### src/rtl/c7bifu_issue_ctl.sv
// c7bifu decode-stage issue sequencing: stall/flush generation, LSU serialisation, serial drain.
// Optional LSU watchdog built when C7BIFU_ISSUE_TIMEOUT_EN is defined.
`timescale 1ns/1ps
module c7bifu_issue_ctl #(
    parameter int DRAIN_CYC   = 3,
    parameter int TIMEOUT_CYC = 255
) (
    input  logic       clk,
    input  logic       reset,
    input  logic       dec_inst_vld_d,
    input  logic       dec_lsu_d,
    input  logic       dec_serial_d,
    input  logic [4:0] dec_rd_d,
    input  logic       dec_wen_d,
    input  logic       exu_lsu_done,
    input  logic       exu_lsu_exc,
    input  logic       exu_bru_redirect,
    input  logic       exu_exc_commit,
    output logic       stall,
    output logic       flush,
    output logic [4:0] lsu_rd,
    output logic       lsu_wen,
    output logic       lsu_timeout,
    output logic [1:0] dbg_state
);

    typedef enum logic [1:0] {
        ST_IDLE     = 2'd0,
        ST_LSU_BUSY = 2'd1,
        ST_SERIAL   = 2'd2
    } state_t;

    localparam logic [3:0] DRAIN_LOAD = 4'(DRAIN_CYC - 1);

    generate
        if (DRAIN_CYC < 1 || DRAIN_CYC > 15) begin : g_bad_drain
            $error("c7bifu_issue_ctl: DRAIN_CYC out of range 1..15");
        end
        if (TIMEOUT_CYC < 1 || TIMEOUT_CYC > 255) begin : g_bad_timeout
            $error("c7bifu_issue_ctl: TIMEOUT_CYC out of range 1..255");
        end
    endgenerate

    state_t     r_state;
    state_t     w_state_nxt;
    logic [3:0] r_drain_cnt;
    logic [3:0] w_drain_cnt_nxt;
    logic       r_flush;
    logic       w_flush_nxt;
    logic [4:0] r_lsu_rd;
    logic [4:0] w_lsu_rd_nxt;
    logic       r_lsu_wen;
    logic       w_lsu_wen_nxt;
    logic       w_issue;
    logic       w_kill;
    logic       w_timeout;

    // Stall is a pure decode of registered state: no input reaches it combinationally.
    assign stall     = (r_state != ST_IDLE);
    assign flush     = r_flush;
    assign lsu_rd    = r_lsu_rd;
    assign lsu_wen   = r_lsu_wen;
    assign dbg_state = r_state;

    assign w_issue = dec_inst_vld_d & ~stall;
    assign w_kill  = exu_bru_redirect | exu_exc_commit | exu_lsu_exc | w_timeout;

`ifdef C7BIFU_ISSUE_TIMEOUT_EN
    localparam logic [7:0] WDOG_LIMIT = 8'(TIMEOUT_CYC);

    logic [7:0] r_wdog;
    logic [7:0] w_wdog_nxt;

    assign w_timeout   = (r_state == ST_LSU_BUSY) && (r_wdog == WDOG_LIMIT);
    assign lsu_timeout = w_timeout;

    // Zero on entry to LSU_BUSY (and whenever idle), count while the LSU stays busy.
    always_comb begin
        w_wdog_nxt = 8'd0;
        if (r_state == ST_LSU_BUSY && w_state_nxt == ST_LSU_BUSY) begin
            w_wdog_nxt = r_wdog + 8'd1;
        end
    end

    always_ff @(posedge clk) begin
        if (reset) begin
            r_wdog <= 8'd0;
        end else begin
            r_wdog <= w_wdog_nxt;
        end
    end
`else
    assign w_timeout   = 1'b0;
    assign lsu_timeout = 1'b0;
`endif

    always_comb begin
        w_state_nxt     = r_state;
        w_drain_cnt_nxt = r_drain_cnt;
        w_flush_nxt     = 1'b0;
        w_lsu_rd_nxt    = r_lsu_rd;
        w_lsu_wen_nxt   = r_lsu_wen;

        if (w_kill) begin
            w_state_nxt     = ST_IDLE;
            w_flush_nxt     = 1'b1;
            w_lsu_wen_nxt   = 1'b0;
            w_drain_cnt_nxt = 4'd0;
        end else begin
            case (r_state)
                ST_IDLE: begin
                    if (w_issue && dec_lsu_d) begin
                        w_state_nxt   = ST_LSU_BUSY;
                        w_lsu_rd_nxt  = dec_rd_d;
                        w_lsu_wen_nxt = dec_wen_d & (dec_rd_d != 5'd0);
                    end else if (w_issue && dec_serial_d) begin
                        w_state_nxt     = ST_SERIAL;
                        w_drain_cnt_nxt = DRAIN_LOAD;
                    end
                end
                ST_LSU_BUSY: begin
                    // lsu_rd is kept after completion; only the write enable drops.
                    if (exu_lsu_done) begin
                        w_state_nxt   = ST_IDLE;
                        w_lsu_wen_nxt = 1'b0;
                    end
                end
                ST_SERIAL: begin
                    if (r_drain_cnt == 4'd0) begin
                        w_state_nxt = ST_IDLE;
                    end else begin
                        w_drain_cnt_nxt = r_drain_cnt - 4'd1;
                    end
                end
                default: begin
                    w_state_nxt = ST_IDLE;
                end
            endcase
        end
    end

    always_ff @(posedge clk) begin
        if (reset) begin
            r_state     <= ST_IDLE;
            r_drain_cnt <= 4'd0;
            r_flush     <= 1'b0;
            r_lsu_rd    <= 5'd0;
            r_lsu_wen   <= 1'b0;
        end else begin
            r_state     <= w_state_nxt;
            r_drain_cnt <= w_drain_cnt_nxt;
            r_flush     <= w_flush_nxt;
            r_lsu_rd    <= w_lsu_rd_nxt;
            r_lsu_wen   <= w_lsu_wen_nxt;
        end
    end

endmodule

### config.mk
export PLATFORM = sky130hd
export DESIGN_NAME = c7bifu_issue_ctl
export DESIGN_NICKNAME = d
export VERILOG_FILES = /design/src/rtl/c7bifu_issue_ctl.sv
export SDC_FILE = /design/constraint.sdc
export NUM_CORES = 1
export LEC_CHECK = 0
export CORE_MARGIN = 2
export CORE_UTILIZATION = 44
export CTS_BUF_LIST = sky130_fd_sc_hd__clkbuf_8
export DETAILED_ROUTE_END_ITERATION = 10
export PLACE_DENSITY = 0.8
export SETUP_SLACK_MARGIN = 0.05
export SLEW_MARGIN = 20
export SYNTH_ARGS = -nofsm -noshare
export SYNTH_HDL_FRONTEND = slang
export SYNTH_SLANG_ARGS = --single-unit
### constraint.sdc
create_clock -name clk -period 1.91 [get_ports clk]
set_clock_uncertainty 0.05 [all_clocks]
set_input_delay 0.191 -clock clk [delete_from_list [all_inputs] [get_ports clk]]
set_output_delay 0.191 -clock clk [all_outputs]
set_load 0.05 [all_outputs]
# Word-level counts from Yosys, hierarchy flattened
# Cells that the tools add are included.
[totals]
out_inout_bits = 11
input_bits = 15
word_cells = 47
regBits = 13
[op_classes]
n_reduce_logical = 13
n_eq_ne = 9
bitwise = 6
n_mux = 13
n_addsub = 1
[op_table]
columns = ["operator", "n"]
rows = [
  ["4-bit 2-to-1 mux", 3],
  ["2-bit != test, second input constant", 6],
  ["3-bit AND reduction", 3],
  ["2-bit 2-to-1 mux", 4],
  ["4-bit one-hot mux with 2 select lines", 1],
  ["2-bit one-hot mux with 3 select lines", 1],
  ["2-bit nonzero test", 3],
  ["5-bit nonzero test", 1],
  ["4-bit zero test", 1],
  ["4-bit AND reduction", 1],
  ["4-bit by 1-bit subtractor with 4-bit output, second input constant", 1],
  ["1-bit 2-to-1 mux", 3],
  ["3-bit != test, second input constant", 1],
  ["1-bit bitwise AND", 2],
  ["2-bit by 1-bit equality test with 1-bit output, second input constant", 1],
  ["2-bit equality test, second input constant", 1],
  ["1-bit logical AND", 2],
  ["2-bit zero test", 1],
  ["1-bit inverter", 2],
  ["1-bit OR", 2],
  ["1-bit one-hot mux with 2 select lines", 1],
  ["2-bit OR reduction", 1],
]

# Depth between registers and ports, before layout
[depth]
depth_word = 7
depth_mapped = 5
ltp_nobuf = 5

# Least setup slack after synthesis
# OpenSTA, ideal clock, no wires.
[synth_timing]
kind = "register to register"
start = "register r_state[1], in the netlist dbg_state[1]"
end = "register r_drain_cnt[3]"
stages_incl_launch_ff = 4
t_arrival_ns = 1.645
t_required_ns = 1.786
n_path_buf = 0
setup_slack_ns = 0.140
cell_sequence = "dfxtp_1 or4b_1 or4_1 a31oi_1"
[synth_between]
elab_chain_len = 6
[synth_rtl]
columns = ["item", "line", "rtl"]
rows = [
  ["start: declaration", "44", "state_t r_state;"],
  ["start signal: assignment", "150", "r_state <= w_state_nxt;"],
  ["2-bit nonzero test", "59", "assign stall = (r_state != ST_IDLE);"],
  ["1-bit inverter", "65", "assign w_issue = dec_inst_vld_d & ~stall;"],
  ["1-bit bitwise AND", "65", ""],
  ["1-bit logical AND (on tied branches)", "116, 112", ""],
  ["2-bit != test (no line)", "-", ""],
  ["4-bit AND reduction (no line)", "-", ""],
  ["end signal: assignment", "151", "r_drain_cnt <= w_drain_cnt_nxt;"],
  ["end: declaration", "46", "logic [3:0] r_drain_cnt;"],
]
# Parallel ways exist; a longest one is shown, timed or not.
# A chain may end at the register's enable or synchronous reset.

# Worst setup path after layout
[layout_timing]
start = "register r_drain_cnt[0]"
end = "register r_drain_cnt[1]"
[layout_between]
elab_chain_len = 3
[layout_rtl]
columns = ["item", "line"]
rows = [
  ["4-bit by 1-bit subtractor with 4-bit output / 4-bit zero test (equally long branches)", "132, 129"],
  ["4-bit 2-to-1 mux / 2-bit != test (equally long branches)", "-"],
  ["4-bit one-hot mux with 2 select lines / 4-bit AND reduction (equally long branches)", "-"],
]
# Parallel ways exist; a longest one is shown, timed or not. The select of a mux whose other input is x is not followed.

==> impl_metrics.ini <==
[run_status]
status = complete, no violations

[worst_setup_path]
r2r-start = r_drain_cnt[0]
cp_cell_sequence = inv_1 > ha_1 > nor3b_1 > nor2_1 > a221oi_1
worst_path_max_delay_cell = nor3b_1
worstPathArrival_ns = 1.74
critPathRequiredTime_ns = 2.00
reg2reg_setup_slack_ns = 0.26
crit-reg2reg-capture = r_drain_cnt[1]
max_stage_delay_ns = 0.44
ff2ff_path_depth = 5
start_kind = flop
crit_path_end_kind = flop
path_class = reg2reg
crit_fanout = 5

[timing]
rsz0062_at_grt = false
hold_ws_ns = 0.430
timing.setup.tns_ns = 0
hold_viol = 0
report.final.slew_viol_count = 0
fmax_mhz = 608
setup_viol = 0
fin_crit_ns = 1.65
fin_crit_sh = 0.862
setup_slack_ns = 0.265

[synthesis]
synthArstFlopShare = 0
synth_top_cell_by_area = dfxtp_1
synth-seq-area-share = 0.386
syn_area_per_cell_um2 = 8.43
ys_warn_count = 0
synth-edff-count = 0
synth_xor_xnor_area_share = 0
yosys.area_share.simple = 0.317
synth_ff_type = dfxtp_1
synthMuxAreaShare = 0.0167
syn_inst = 80
synth_compound_area_frac = 0.174
synth_common_cells = 13 x dfxtp_1, 7 x nand3_1, 6 x a21oi_1, 6 x nor2_1
synth_top_family_by_area = simple AND/OR/NAND/NOR gates
synth_top_cell_area_share = 0.386
ys_ff_latch = 13
syn_area_um2 = 674
synth_most_common_cell = dfxtp_1
syn-num-nets = 97
synth_area_leaders = dfxtp_1 39%, nand3_1 5.2%, a21oi_1 4.5%
synthAdderAreaFrac = 0.0371
ys_types = 31

[floorplanning]
ios = 26
rows = 14
die_y_um = 43.2
core_um2 = 1470
initial_core_util = 0.458
die_area_um2 = 1860
die_x_um = 43.2

[clock_network]
ctsLongestPathBuffers = 2
cts.clk_slew.worst_paths_ns = 0.05
post_cts_resized = 0
cts_made_buffers = 3
cts_sinks = 13
cts_tree = built
post_cts_buffers = 0
htree_levels = 1
clock_latency_ns = 0.24
cts_root_buffer = clkbuf_8
ctsHoldBuffers = 0

[grt]
grt_use_total = 0.214
grt_start_max_net_pins = 14
grt-ovfl-total = 0
grt_pass1_vias = 741
grt_pass1_wl_um = 2990
antenna_found_initial = 0

[route]
final_antenna_net_count = 0
totalWireLength_um = 1750
post_drt_wl_per_cell_um = 14.2
vias_per_cell = 5.81
vias = 715
drtPass1Iterations = 4
drcViolationCount = 0
drt_iter0_drc = 13

[placement]
pre_cts_ws_ns = 0.171
hpwl_um = 1300
dp.cells = 119
numPortBuffers = 24
gp_congestion = 0.817

[worst_hold_path]
hold-path-cell-count = 2
hold_end = lsu_rd[1]
hold_path.startpoint = lsu_rd[1]
hold_path.class = reg2reg

[final_layout]
utilization = 0.657
multiInputGateArea_um2 = 372
syn_to_final_growth_pct = 43.4
diodes = 0
drive_gt1_frac = 0.112
seqCellArea_um2 = 260
final_cell_count_no_fill = 123
finalNetCount = 125
nFillCells = 120

[power]
p_per_area_nw_per_um2 = 623
ir_drop_mv = 0.433
p_leak_nw = 0.339

[flow_run]
max_cap_violations = 0
[power by group]
| part | internal [W] | switching [W] |
|---|---|---|
| clock | 0.000142 | 0.0000985 |
| combinational | 0.0000426 | 0.0000431 |
| sequential | 0.000275 | 0.00000174 |
[worst max-delay path by stage]
stage,startpoint,to,slack [ns]
finish,r_drain_cnt[0],r_drain_cnt[1],0.26
global route,r_drain_cnt[0],r_drain_cnt[1],0.12
CTS,r_drain_cnt[0],r_drain_cnt[1],0.25
detailed placement,exu_bru_redirect,r_drain_cnt[1],0.17
global placement,exu_exc_commit,lsu_wen,0.24
floorplan,dbg_state[1],r_drain_cnt[3],0.14
[sequential cells by signal (all words and copies together) (netlist names)]
name / flops
dbg_state: 2
lsu_rd: 5
flush: 1
r_drain_cnt: 4
lsu_wen: 1
[layout make-up]
class                   instances  share of cell area
flip-flops and latches         13               0.269
clock inverters                 1             0.00388
clock buffers                   3              0.0427
well taps                      16              0.0207
multi-input cells              59               0.384
inverters                       4              0.0155
repair buffers                 27               0.264
[worst max-delay path: cells and delay by family, from the launching register on]
kind,cells,cell delay (ns)
AND/OR/NAND/NOR,2,0.54
flip-flops,1,0.34
AO/OA/AOI/OAI,1,0.31
adder cells (fa/ha/maj),1,0.19
buffers and inverters,1,0.11
[layout by cell type (no fill, tap or decap), drive strengths merged]
cell type / instances
nand2: 5
clkdlybuf4s50: 21
nor3: 4
a21oi: 6
mux2: 1
a2bb2oi: 1
a31oi: 3
ha: 2
nand4bb: 2
nand3: 7
buf: 6
and3b: 1
a221oi: 1
conb: 1
o21ai: 5
nor3b: 2
nor2: 6
nand2b: 1
or3: 1
nor2b: 1
or4b: 1
or4: 3
dfxtp: 13
o31ai: 1
a32o: 1
and3: 1
clkbuf: 3
and4bb: 1
inv: 5
o31a: 1
[logic make-up after synthesis]
group | after synthesis
compound gates | 19
buf+inv | 8
flops | 13
simple gates | 36
mux | 1
other cells | 1
fa+ha+maj | 2
[per-layer routing]
layer,vias to the layer above,global-route usage,share of wire
met3,6,0.0894,0.067
li1,346,-,-
met4,0,0.0848,0.023
met5,-,0,0
met1,334,0.204,0.40
met2,29,0.397,0.51
[per-stage QoR]
step / power, W / cell area [µm²]
4_1_cts: 0.000609 / 967
6_report: 0.000602 / 967
3_3_place_gp: 0.000366 / 922
2_1_floorplan: 0.000320 / 674
5_1_grt: 0.000625 / 967
3_5_place_dp: 0.000367 / 922
Note: power is estimated with default switching activity, not from simulation.
==> patch: new RTL, same settings <==
Build with the macro `C7BIFU_ISSUE_TIMEOUT_EN` defined.
--- a/src/rtl/c7bifu_issue_ctl.sv
+++ b/src/rtl/c7bifu_issue_ctl.sv
@@ -1,6 +1,8 @@
 // c7bifu decode-stage issue sequencing: stall/flush generation, LSU serialisation, serial drain.
 // Optional LSU watchdog built when C7BIFU_ISSUE_TIMEOUT_EN is defined.
 `timescale 1ns/1ps
+`define C7BIFU_ISSUE_TIMEOUT_EN
+
 module c7bifu_issue_ctl #(
     parameter int DRAIN_CYC   = 3,
     parameter int TIMEOUT_CYC = 255
Check against the original RTL: same outputs for any inputs over 10 cycles, from zero or initial values and one cycle with reset high; that may be too few to reach the edited logic, so the function may still have changed.
==> patch against the original RTL <==
- setup slack got worse by 0.10 ns
- synthesized cell count rose by 39%
- sequential cell count rose by 8
- wire length rose by 15%
- area after synthesis rose by 41%
- die area rose by 37%
- design area rose by 37%
- maximum frequency fell by 5.8%
- total power rose by 33%
==> patch: results (changes against the original RTL) <==
- # port buffers: 25 (was 24)
- Total GRT Usage: 17.9% (was 21.4%)
- VDD IR max: 0.513 mV (was 0.433 mV)
- RR Endpoint: r_drain_cnt[2]$_SDFFE_PP0P_ (was r_drain_cnt[1]$_SDFFE_PP0P_)
- P_leak: 0.472 nW (was 0.339 nW)
- Seq/Total Area, Yosys: 44.3% (was 38.6%)
- Flop-to-flop setup slack: 0.22 ns (was 0.26 ns)
- Top post-synthesis cells by area: dfxtp_1, nor2_1, nand2_1 (was dfxtp_1, nand3_1, a21oi_1)
- Layout Cells excl Fill: 168 (was 123)
- Hold EP: lsu_rd[4]$_SDFFE_PP0P_ (was lsu_rd[1]$_SDFFE_PP0P_)
- Final worst slack: 0.163 ns (was 0.265 ns)
- WS Path Type: reg -> out (was reg -> reg)
- WL final: 2020 µm (was 1750 µm)
- Hold wc startpoint: lsu_rd[4]$_SDFFE_PP0P_ (was lsu_rd[1]$_SDFFE_PP0P_)
- Clock transition at path regs: 0.07 ns (was 0.05 ns)
- First-pass GRT wire length: 3490 µm (was 2990 µm)
- Post-place setup slack: 0.0535 ns (was 0.171 ns)
- Crit path DAT: 1.51 ns (was 1.74 ns)
- Worst hold margin: 0.410 ns (was 0.430 ns)
- Cell count after synthesis: 111 (was 80)
- Run status: finished, final reports clean (unchanged)
- Hold path cells: 2 (unchanged)
- Via density: 4.90 (was 5.81)
- DP Cell Count: 164 (was 119)
- RePlAce Congestion: 0.800 (was 0.817)
- Vias in the first global route: 821 (was 741)
- Iter 0 DRT Violations: 22 (was 13)
- Max reg flops: 8 (was 5)
- Dpl cell area: 1270 µm² (was 922 µm²)
- Critical Path Sink: lsu_timeout (was r_drain_cnt[1]$_SDFFE_PP0P_)
- Most common library cells after synthesis: dfxtp_1, nor2_1, nand2_1 (was dfxtp_1, nand3_1, a21oi_1, nor2_1)
## patch: cell count changes in the layout (fill, tap and decap cells not counted), moves of 3 or more
cell	unedited run	this run
a31oi_1	3	0
buf_4	6	3
dfxtp_1	13	19
nand2_1	5	13
nor2_1	6	17
o21ai_0	5	2
or3_1	1	4
xnor2_1	0	5
## patch: metal layers
metal | track usage, % | up-vias | share of wire, %
met4 | 5.41 | 0 | 0.94
met3 | 4.46 | 2 | 3.9
met5 | 0 | - | 0
met1 | 23.0 | 361 | 48
met2 | 29.4 | 16 | 47
li1 | - | 444 | -
## patch: kinds of logic (layout without fill, tap and decap cells)
| logic type | Yosys count | count (layout) | synth area share (%) |
|---|---|---|---|
| and+or+nand+nor | 56 | 56 | 29.1 |
| adders and majority gates | 3 | 3 | 3.95 |
| xor gates and xnor gates | 7 | 7 | 6.46 |
| AOI/OAI and AO/OA | 16 | 16 | 12.9 |
| DFF | 21 | 21 | 44.3 |
| buffers and inverters | 8 | 38 | 3.29 |
## patch: report_power, final
part / internal [mW] / switching (mW) / total, mW
Clock: 0.143 / 0.132 / 0.275
Sequential: 0.441 / 0.00200 / 0.443
Combinational: 0.0451 / 0.0385 / 0.0835
## patch: final cells by class
class,instances,area (µm²)
fill,168,679
multi-input combinational,82,513
sequential,21,423
timing repair buffer,28,285
clock buffer,3,41.3
tap,27,33.8
inverter,6,22.5
clock inverter,1,3.75
## patch: critical path: stages, from the launching register on
cell     delay, ns
dfxtp_1       0.42
nand4_1       0.25
nor4_4        0.41
buf_12        0.18
